$ cat src/rtl/oldest2_issue_sched.sv
// rtl/oldest2_issue_sched.sv - circular issue buffer picking the two oldest ready entries per cycle
// Dispatches with operands available may bypass the buffer straight into a free issue slot.
module oldest2_issue_sched #(
  parameter int DEPTH     = 8,
  parameter int PTR_WIDTH = 3,
  parameter int TAG_WIDTH = 6
) (
  input  logic                 clk,
  input  logic                 rst,
  input  logic                 flush_i,
  input  logic                 disp0_valid_i,
  input  logic                 disp1_valid_i,
  input  logic [TAG_WIDTH-1:0] disp0_tag_i,
  input  logic [TAG_WIDTH-1:0] disp1_tag_i,
  input  logic [TAG_WIDTH-1:0] disp0_wait_i,
  input  logic [TAG_WIDTH-1:0] disp1_wait_i,
  input  logic                 disp0_rdy_i,
  input  logic                 disp1_rdy_i,
  output logic                 disp_ready_o,
  input  logic                 wakeup_valid_i,
  input  logic [TAG_WIDTH-1:0] wakeup_tag_i,
  output logic                 iss0_valid_o,
  output logic                 iss1_valid_o,
  output logic [TAG_WIDTH-1:0] iss0_tag_o,
  output logic [TAG_WIDTH-1:0] iss1_tag_o,
  input  logic                 iss0_ready_i,
  input  logic                 iss1_ready_i,
  output logic [PTR_WIDTH:0]   occupancy_o
);

  localparam logic [PTR_WIDTH:0] SPAN_MAX = (PTR_WIDTH+1)'(DEPTH-2);

  logic [DEPTH-1:0]     ent_valid, ent_rdy;
  logic [TAG_WIDTH-1:0] ent_tag  [DEPTH];
  logic [TAG_WIDTH-1:0] ent_wait [DEPTH];
  logic [PTR_WIDTH:0]   head, tail, occ;
  logic [PTR_WIDTH:0]   span;

  logic                 sel0_found, sel1_found;
  logic [PTR_WIDTH-1:0] sel0_idx, sel1_idx, scan_idx;

  logic acc0, acc1, wake0, wake1, byp0_ok, byp1_ok;
  logic d0_slot0, d0_slot1, d1_slot0, d1_slot1, any0, any1;
  logic fire0, fire1, free0, free1, wr0, wr1;
  logic [PTR_WIDTH-1:0] w0_idx, w1_idx;
  logic [DEPTH-1:0]     valid_nx, rdy_nx;
  logic [PTR_WIDTH:0]   head_nx;

  assign span         = tail - head;
  assign disp_ready_o = !rst && !flush_i && (span <= SPAN_MAX);
  assign occupancy_o  = occ;

  assign acc0    = disp_ready_o && disp0_valid_i;
  assign acc1    = disp_ready_o && disp1_valid_i;
  assign wake0   = wakeup_valid_i && (disp0_wait_i == wakeup_tag_i);
  assign wake1   = wakeup_valid_i && (disp1_wait_i == wakeup_tag_i);
  assign byp0_ok = acc0 && disp0_rdy_i;
  assign byp1_ok = acc1 && disp1_rdy_i;

  // Age-ordered scan starting from head; holes between head and tail are skipped.
  always_comb begin
    sel0_found = 1'b0;
    sel1_found = 1'b0;
    sel0_idx   = '0;
    sel1_idx   = '0;
    scan_idx   = '0;
    for (int i = 0; i < DEPTH; i++) begin
      scan_idx = head[PTR_WIDTH-1:0] + PTR_WIDTH'(i);
      if (ent_valid[scan_idx] && ent_rdy[scan_idx]) begin
        if (!sel0_found) begin
          sel0_found = 1'b1;
          sel0_idx   = scan_idx;
        end else if (!sel1_found) begin
          sel1_found = 1'b1;
          sel1_idx   = scan_idx;
        end
      end
    end
  end

  // Slot fill priority: buffered entries, then disp0, then disp1.
  always_comb begin
    d0_slot0 = 1'b0;
    d0_slot1 = 1'b0;
    d1_slot0 = 1'b0;
    d1_slot1 = 1'b0;
    if (sel0_found) begin
      if (!sel1_found) begin
        if (byp0_ok)      d0_slot1 = 1'b1;
        else if (byp1_ok) d1_slot1 = 1'b1;
      end
    end else if (byp0_ok) begin
      d0_slot0 = 1'b1;
      d1_slot1 = byp1_ok;
    end else if (byp1_ok) begin
      d1_slot0 = 1'b1;
    end
  end

  assign any0 = sel0_found || d0_slot0 || d1_slot0;
  assign any1 = sel1_found || d0_slot1 || d1_slot1;
  assign iss0_valid_o = any0 && !rst && !flush_i;
  assign iss1_valid_o = any1 && !rst && !flush_i;
  assign iss0_tag_o = sel0_found ? ent_tag[sel0_idx] : (d0_slot0 ? disp0_tag_i : disp1_tag_i);
  assign iss1_tag_o = sel1_found ? ent_tag[sel1_idx] : (d0_slot1 ? disp0_tag_i : disp1_tag_i);

  assign fire0 = iss0_valid_o && iss0_ready_i;
  assign fire1 = iss1_valid_o && iss1_ready_i;
  assign free0 = sel0_found && fire0;
  assign free1 = sel1_found && fire1;
  assign wr0   = acc0 && !((d0_slot0 && fire0) || (d0_slot1 && fire1));
  assign wr1   = acc1 && !((d1_slot0 && fire0) || (d1_slot1 && fire1));
  assign w0_idx = tail[PTR_WIDTH-1:0];
  assign w1_idx = tail[PTR_WIDTH-1:0] + PTR_WIDTH'(wr0);

  always_comb begin
    valid_nx = ent_valid;
    rdy_nx   = ent_rdy;
    for (int i = 0; i < DEPTH; i++) begin
      if (ent_valid[i] && wakeup_valid_i && (ent_wait[i] == wakeup_tag_i)) rdy_nx[i] = 1'b1;
    end
    if (free0) valid_nx[sel0_idx] = 1'b0;
    if (free1) valid_nx[sel1_idx] = 1'b0;
    if (wr0) begin
      valid_nx[w0_idx] = 1'b1;
      rdy_nx[w0_idx]   = disp0_rdy_i || wake0;
    end
    if (wr1) begin
      valid_nx[w1_idx] = 1'b1;
      rdy_nx[w1_idx]   = disp1_rdy_i || wake1;
    end
    // Retire up to two holes at head, bounded by the pre-write tail.
    head_nx = head;
    for (int k = 0; k < 2; k++) begin
      if (head_nx != tail && !valid_nx[head_nx[PTR_WIDTH-1:0]]) head_nx = head_nx + 1'b1;
    end
  end

  always_ff @(posedge clk) begin
    if (rst) begin
      ent_valid <= '0;
      ent_rdy   <= '0;
      head      <= '0;
      tail      <= '0;
      occ       <= '0;
    end else if (flush_i) begin
      ent_valid <= '0;
      head      <= '0;
      tail      <= '0;
      occ       <= '0;
    end else begin
      ent_valid <= valid_nx;
      ent_rdy   <= rdy_nx;
      head      <= head_nx;
      tail      <= tail + (PTR_WIDTH+1)'(wr0) + (PTR_WIDTH+1)'(wr1);
      occ       <= occ + (PTR_WIDTH+1)'(wr0) + (PTR_WIDTH+1)'(wr1)
                       - (PTR_WIDTH+1)'(free0) - (PTR_WIDTH+1)'(free1);
      if (wr0) begin
        ent_tag[w0_idx]  <= disp0_tag_i;
        ent_wait[w0_idx] <= disp0_wait_i;
      end
      if (wr1) begin
        ent_tag[w1_idx]  <= disp1_tag_i;
        ent_wait[w1_idx] <= disp1_wait_i;
      end
    end
  end

endmodule

$ cat config.mk
export PLATFORM = sky130hd
export DESIGN_NAME = oldest2_issue_sched
export DESIGN_NICKNAME = d
export VERILOG_FILES = /design/src/rtl/oldest2_issue_sched.sv
export SDC_FILE = /design/constraint.sdc
export NUM_CORES = 1
export LEC_CHECK = 0
export BUFFER_PORTS_ARGS = -buffer_cell sky130_fd_sc_hd__buf_2
export CELL_PAD_IN_SITES_DETAIL_PLACEMENT = 1
export CELL_PAD_IN_SITES_GLOBAL_PLACEMENT = 1
export CORE_ASPECT_RATIO = 1.25
export CORE_MARGIN = 1
export CORE_UTILIZATION = 53
export DETAILED_ROUTE_END_ITERATION = 6
export GPL_TIMING_DRIVEN = 0
export HOLD_SLACK_MARGIN = 0.08
export PLACE_DENSITY = 0.84
export SLEW_MARGIN = 10
export SYNTH_ARGS = -nofsm -noshare
export SYNTH_HDL_FRONTEND = slang
export SYNTH_SLANG_ARGS = --single-unit
export TNS_END_PERCENT = 100
$ cat constraint.sdc
create_clock -name clk -period 12.6 [get_ports clk]
set_clock_uncertainty 0.2 [all_clocks]
set_input_delay 2.52 -clock clk [delete_from_list [all_inputs] [get_ports clk]]
set_output_delay 2.52 -clock clk [all_outputs]
set_load 0.01 [all_outputs]
==> results of run 1 <==
[power breakdown]
group / total [W] / switching, W / internal, W
clock: 0.000497 / 0.000234 / 0.000263
sequential: 0.000468 / 0.0000136 / 0.000455
combinational: 0.000575 / 0.000358 / 0.000217
[cell families after synthesis]
kind of cell    Yosys count
flops                   124
mux                     166
buf+inv                 105
compound gates          229
simple gates            284
xor+xnor                 79
fa+ha+maj                20
[worst paths after layout]
path                                     start        endpoint  slack (ns)  depth (start not counted)
worst min-delay path            occupancy_o[3]  occupancy_o[3]        0.33                          2
worst min register to register  occupancy_o[3]  occupancy_o[3]        0.33                          2
worst max-delay path                   head[0]   iss1_tag_o[1]        1.84                         23
worst max register to register         head[0]         head[3]        3.46                         30
[stage by stage]
step | utilization | cell area (µm²)
floorplan | - | 10100
global placement | 0.562 | 10500
detailed placement | 0.568 | 10600
CTS | 0.598 | 11200
global route | 0.599 | 11200
finish | 0.599 | 11200
[worst max-delay path, cell delays in order, from the launching register on]
cell	delay (ns)
sky130_fd_sc_hd__dfxtp_1	0.65
sky130_fd_sc_hd__buf_6	0.22
sky130_fd_sc_hd__buf_6	0.14
sky130_fd_sc_hd__buf_2	0.28
sky130_fd_sc_hd__inv_1	0.18
sky130_fd_sc_hd__clkbuf_1	0.36
sky130_fd_sc_hd__ha_1	0.46
sky130_fd_sc_hd__buf_2	0.25
sky130_fd_sc_hd__mux4_2	0.45
sky130_fd_sc_hd__mux2_2	0.35
sky130_fd_sc_hd__buf_6	0.16
sky130_fd_sc_hd__xnor2_1	0.12
sky130_fd_sc_hd__o32ai_1	0.39
sky130_fd_sc_hd__nor2_1	0.14
sky130_fd_sc_hd__o311ai_1	0.43
sky130_fd_sc_hd__o21a_1	0.17
sky130_fd_sc_hd__buf_2	0.24
sky130_fd_sc_hd__buf_1	0.62
sky130_fd_sc_hd__clkbuf_1	0.76
sky130_fd_sc_hd__mux2i_1	0.24
sky130_fd_sc_hd__o21ai_0	0.34
sky130_fd_sc_hd__a21oi_1	0.12
sky130_fd_sc_hd__o21ai_0	0.31
sky130_fd_sc_hd__buf_2	0.21
[state kept, by name, summed over array words and instances (netlist names)]
signal,flops
ent_valid,8
ent_tag,48
head,4
occupancy_o,4
tail,4
ent_rdy,8
ent_wait,48
[cells in the final DEF, fill, tap and decap left out, drive strengths merged, types with 9 or more instances in the layout]
master,n
o2111ai,9
mux2i,32
xnor2,49
o22ai,9
o21ai,44
nor2,76
edfxtp,96
clkbuf,62
nor4,13
a22oi,11
buf,67
mux2,112
a211oi,28
xor2,30
a21oi,46
nand2,57
dfxtp,28
inv,31
or3,10
nor3,24
nand3,41
mux4,22
nand4,15
ha,14
[metal layers]
layer,wire length [µm],part of all wire
met2,19400,0.49
met5,0,0
met1,14200,0.36
met3,3180,0.080
met4,3180,0.079
[final cells by class]
class	instances	area share
multi-input cells	778	0.559
flip-flops and latches	124	0.307
clock buffers	17	0.0380
plain buffers	82	0.0309
well taps	232	0.0259
repair buffers	30	0.0179
clock inverters	15	0.0128
inverters	23	0.00771
==> Flow_metrics.wiki, run 1 <==
{| class="wikitable"
! Metric !! Value
|-
| Outcome || finished, violations left
|-
| Failing checks || design-rule violations
|-
| Largest buffer count on any clock path || 2
|-
| Worst VDD drop || 0.000114 V
|-
| Root Buffer Master || sky130_fd_sc_hd__clkbuf_16
|-
| Arithmetic-cell share of the synthesized area counting full adders, half adders and majority gates || 0.0282
|-
| Asr flop ratio synth || 0
|-
| Fraction of the yosys area taken by sequential cells || 0.341
|-
| Most frequent cell after synthesis || sky130_fd_sc_hd__mux2_2
|-
| Post CTS Setup Buffer Count || 0
|-
| Final antenna-violating net count || 0
|-
| Area used by sequential logic in the layout || 3440 µm²
|-
| All-layer global routing usage || 0.416
|-
| Average via count per standard cell || 7.25
|-
| Arrival @ worst endpoint || 8.04 ns
|-
| Layout overhead on the synthesized area || 10.9%
|-
| Number of nets at the end of the flow || 1115
|-
| Number of antenna violations at the first check in global routing || 0
|-
| Synthesis Warnings || 0
|-
| Final count of pins violating max slew || 0
|-
| Worst Setup Start Kind || register
|-
| Classification of the worst-slack hold path || reg -> reg
|-
| Detailed placement HPWL || 26.6 mm
|-
| Total power || 0.00154 W
|-
| Area share of and/or/nand/nor cells after synthesis || 0.144
|-
| Worst-skew pair later-pin latency || 0.44 ns
|-
| Area fraction in compound gates after synthesis || 0.169
|-
| Setup tns final || 0 ns
|-
| Pin count of the biggest net entering global routing || 17
|-
| Number of enable flip-flop cells after synthesis || 96
|-
| Starting density of the core || 0.540
|-
| Critical path fanouts, max || 11
|-
| Total clock sinks || 124
|-
| Met1 track demand over resource || 0.457
|-
| Final hold slack || 0.331 ns
|-
| Setup violations, final || 0
|-
| Largest family of logic cells by synthesized area || multiplexers
|-
| Count of placed standard cells including taps || 1269
|-
| Leakage power of the design || 3.80 nW
|-
| Violation count after the first detailed-route iteration || 900
|-
| M2 GR Usage || 0.698
|-
| Multiplexer share of the synthesized area || 0.206
|-
| Count of boundary I/O pins || 59
|-
| Vias || 9438
|-
| Synth Net Count || 1066
|-
| Combined area of all synthesized cells || 10100 µm²
|-
| Wire length of the first global-routing pass || 60.3 mm
|-
| Post-cts hold buffer count || 0
|-
| Setup Slack @ Placement || 2.61 ns
|-
| Fraction of synthesized cell area in xor and xnor cells || 0.0700
|-
| DIE WIDTH || 125 µm
|-
| Total gr overflow || 0
|-
| Setup repair after global routing missed its margin || false
|-
| Rel. slew slack || 0.289
|-
| Ys flop type || sky130_fd_sc_hd__edfxtp_1
|-
| P per Cell Area || 137 nW/µm²
|-
| Ratio of cells with drive above 1 in the final layout || 0.243
|-
| Yosys top cell by area || sky130_fd_sc_hd__edfxtp_1
|-
| Max Clk Rate || 92.9 MHz
|-
| Area fraction of the dominant cell type after synthesis || 0.285
|-
| Ant diodes || 0
|-
| Clock slew seen by the registers of the worst setup and hold paths || 0.07 ns
|-
| Met3 usage in global routing || 0.0957
|-
| Fin. Hold Viols || 0
|-
| Post-synthesis register bit count || 124
|-
| Total Die Area || 19600 µm²
|-
| H-tree level count || 4
|-
| Clock buffer count from CTS || 17
|-
| Critical path start-end classification || reg -> out
|-
| WL per Instance || 30.7 µm
|-
| Quantity of gates resized following cts || 0
|-
| Clock tree from TritonCTS || yes
|-
| Number of cell rows || 56
|-
| Standard cell core area || 18700 µm²
|-
| Commonest cells in the netlist || sky130_fd_sc_hd__mux2_2 (110), sky130_fd_sc_hd__edfxtp_1 (96), sky130_fd_sc_hd__nor2_1 (74), sky130_fd_sc_hd__nand2_1 (57), sky130_fd_sc_hd__xnor2_1 (47)
|-
| Vias in the first global route || 9917
|-
| Filler-free cell count of the finished design || 1301
|-
| Busiest layer in global routing || met2
|-
| Cell types with the largest area share after synthesis || sky130_fd_sc_hd__edfxtp_1 (29%), sky130_fd_sc_hd__mux2_2 (12%), sky130_fd_sc_hd__dfxtp_1 (5.6%)
|-
| Smallest setup slack after layout || 1.84 ns
|-
| Combined area of the multi-input logic cells || 6260 µm²
|-
| Input/output buffers || 25
|-
| Die height || 156 µm
|-
| Synth Area per Inst || 10.0 µm²
|-
| Fillcell total || 2028
|-
| Max Cap Viol || 0
|-
| Part of the cycle the worst path needs || 0.854
|-
| Required @ worst endpoint || 9.88 ns
|-
| Pre-Repair DR Iteration Count || 7
|-
| Critical path capture point type || output pin
|-
| Final wirelength || 40.0 mm
|-
| Transition time at the pin with the least slew margin || 1.04 ns
|-
| Post-route minimum period || 10.76 ns
|-
| Final GP Congestion || 0.954
|-
| Number of distinct library cells after synthesis || 101
|-
| Final routed DRC violation total || 1
|-
| Post-Syn Instances || 1007
|}
Note: power is estimated with default switching activity, not from simulation.
==> run 2, diff against run 1 <==
--- a/config.mk
+++ b/config.mk
@@ -10,11 +10,11 @@
 export CELL_PAD_IN_SITES_GLOBAL_PLACEMENT = 1
 export CORE_ASPECT_RATIO = 1.25
 export CORE_MARGIN = 1
-export CORE_UTILIZATION = 53
+export CORE_UTILIZATION = 47
 export DETAILED_ROUTE_END_ITERATION = 6
 export GPL_TIMING_DRIVEN = 0
 export HOLD_SLACK_MARGIN = 0.08
-export PLACE_DENSITY = 0.84
+export PLACE_DENSITY = 0.75
 export SLEW_MARGIN = 10
 export SYNTH_ARGS = -nofsm -noshare
 export SYNTH_HDL_FRONTEND = slang
==> Flow_metrics.wiki, run 2 (synthesis gave the netlist of run 1 again) <==
{| class="wikitable"
! Metric !! Value
|-
| Outcome || complete, no violations
|-
| Die height || 166 µm
|-
| Clock slew seen by the registers of the worst setup and hold paths || 0.06 ns
|-
| Critical path capture point type || output pin
|-
| H-tree level count || 4
|-
| Crit path from || head[0]
|-
| Pin count of the biggest net entering global routing || 17
|-
| Rel. slew slack || 0.307
|-
| Max Clk Rate || 94.2 MHz
|-
| Final routed DRC violation total || 0
|-
| P per Cell Area || 134 nW/µm²
|-
| Number of antenna violations at the first check in global routing || 0
|-
| Wire length of the first global-routing pass || 55.1 mm
|-
| All-layer global routing usage || 0.330
|-
| Number of buffers and inverters on the critical path || 11
|-
| Average via count per standard cell || 6.57
|-
| Ant diodes || 0
|-
| Arrival @ worst endpoint || 7.90 ns
|-
| Leakage power of the design || 3.78 nW
|-
| Input/output buffers || 25
|-
| Total gr overflow || 0
|-
| Classification of the worst-slack hold path || reg -> reg
|-
| Worst Setup EP || iss1_tag_o[2]
|-
| Vias in the first global route || 9398
|-
| DIE WIDTH || 133 µm
|-
| Commonest non-fill, non-tap cell in the layout || sky130_fd_sc_hd__mux2_2
|-
| Root Buffer Master || sky130_fd_sc_hd__clkbuf_16
|-
| Total clock sinks || 124
|-
| Final design utilization || 0.535
|-
| Fin. Hold Viols || 0
|-
| Post CTS Setup Buffer Count || 0
|-
| Post-cts hold buffer count || 0
|-
| R2R Path Start || head[0]
|-
| Crit path cell chain || buf_6 > buf_6 > buf_2 > inv_1 > clkbuf_1 > ha_1 > buf_2 > mux4_2 > mux2_2 > buf_6 > xnor2_1 > o32ai_1 > nor2_1 > o311ai_1 > o21a_1 > buf_2 > buf_1 > clkbuf_1 > mux2i_1 > a211oi_1 > a21oi_1 > o21ai_0 > buf_2
|-
| Worst flop-to-flop path endpoint || head[3]
|-
| Required @ worst endpoint || 9.88 ns
|-
| Transition time at the pin with the least slew margin || 1.01 ns
|-
| Ratio of cells with drive above 1 in the final layout || 0.241
|-
| Largest buffer count on any clock path || 2
|-
| Part of the cycle the worst path needs || 0.843
|-
| Post-route minimum period || 10.62 ns
|-
| Detailed placement HPWL || 25.9 mm
|-
| WL per Instance || 26.5 µm
|-
| Largest stage delay on the critical path || 0.76 ns
|-
| Pre-Repair DR Iteration Count || 5
|-
| Vias || 8822
|-
| Final wirelength || 35.6 mm
|-
| Violation count after the first detailed-route iteration || 501
|-
| Commonest cells after routing, fill and taps aside || sky130_fd_sc_hd__mux2_2 (110), sky130_fd_sc_hd__edfxtp_1 (96), sky130_fd_sc_hd__nor2_1 (74)
|-
| Starting density of the core || 0.482
|-
| Clock tree from TritonCTS || yes
|-
| Final GP Congestion || 0.948
|-
| Quantity of gates resized following cts || 0
|-
| Final count of pins violating max slew || 0
|-
| Total Die Area || 22100 µm²
|-
| Clock buffer count from CTS || 17
|-
| Critical path start-end classification || reg -> out
|-
| Final antenna-violating net count || 0
|-
| Critical path fanouts, max || 11
|-
| Layout overhead on the synthesized area || 11.1%
|-
| Slowest-stage cell, CP || sky130_fd_sc_hd__clkbuf_1
|-
| Standard cell core area || 21000 µm²
|-
| Setup tns final || 0 ns
|-
| Worst VDD drop || 0.000109 V
|-
| Setup repair after global routing missed its margin || false
|-
| Post-Place Cell Area || 10700 µm²
|-
| Count of boundary I/O pins || 59
|-
| Worst-skew pair later-pin latency || 0.44 ns
|-
| Post-route design area || 11200 µm²
|-
| Max Cap Viol || 0
|-
| Worst reg-to-reg setup slack || 3.68 ns
|-
| Registers with the most flip-flops || ent_tag: 48 flops, ent_wait: 48 flops
|-
| Crit path max-delay family || buffers and inverters
|-
| Worst Setup Start Kind || register
|-
| Number of nets at the end of the flow || 1115
|-
| Number of cell rows || 59
|-
| Register-to-Register Path Depth || 30
|-
| Instance count on the critical path || 23
|-
| Most used cell along the critical path || sky130_fd_sc_hd__buf_2
|-
| Setup violations, final || 0
|}
## run 2: worst min-delay path by stage
stage                endpoint  cells after the start      startpoint  slack, ns
2_1_floorplan      ent_rdy[2]                      2      ent_rdy[2]       0.30
3_5_place_dp   occupancy_o[3]                      2  occupancy_o[3]       0.32
4_1_cts        occupancy_o[3]                      2  occupancy_o[3]       0.34
3_3_place_gp   occupancy_o[3]                      2  occupancy_o[3]       0.29
6_report       occupancy_o[3]                      2  occupancy_o[3]       0.33
5_1_grt        occupancy_o[3]                      2  occupancy_o[3]       0.39
## run 2: metrics by stage
step	power, W	setup slack, ns	hold slack [ns]	cells
6_report	0.00150	1.98	0.325	1343
5_1_grt	0.00156	1.70	0.391	1343
3_3_place_gp	0.00101	2.71	0.295	1306
2_1_floorplan	0.000883	4.60	0.297	1007
4_1_cts	0.00150	2.13	0.342	1343
3_5_place_dp	0.00103	2.67	0.321	1311
## run 2: final cells by class
type	count	area, µm²
clock buffer	17	425
multi-input combinational	778	6260
timing repair buffer	30	196
clock inverter	15	124
inverter	23	86.3
buffer	82	347
sequential	124	3440
fill	2364	9740
tap	274	343
## run 2: worst register-to-register path: cells and delay by family (launching register included)
kind / cells / cell delay, ns
AOI/OAI and AO/OA: 11 / 2.99
buffers and inverters: 8 / 1.79
and+or+nand+nor: 6 / 1.36
adders and majority gates: 3 / 0.99
muxes: 2 / 0.83
DFF: 1 / 0.64
## run 2: metal layers
metal / part of all wire / routed length (µm) / up-vias / track usage
met5: 0 / 0 / - / 0
met3: 0.049 / 1750 / 117 / 0.0488
met4: 0.053 / 1870 / 0 / 0.195
met1: 0.40 / 14100 / 4436 / 0.385
met2: 0.50 / 17800 / 320 / 0.570
li1: - / - / 3949 / -
## run 2: power by group
part / switching, W / internal, W
Sequential: 0.0000131 / 0.000455
Clock: 0.000215 / 0.000257
Combinational: 0.000345 / 0.000216
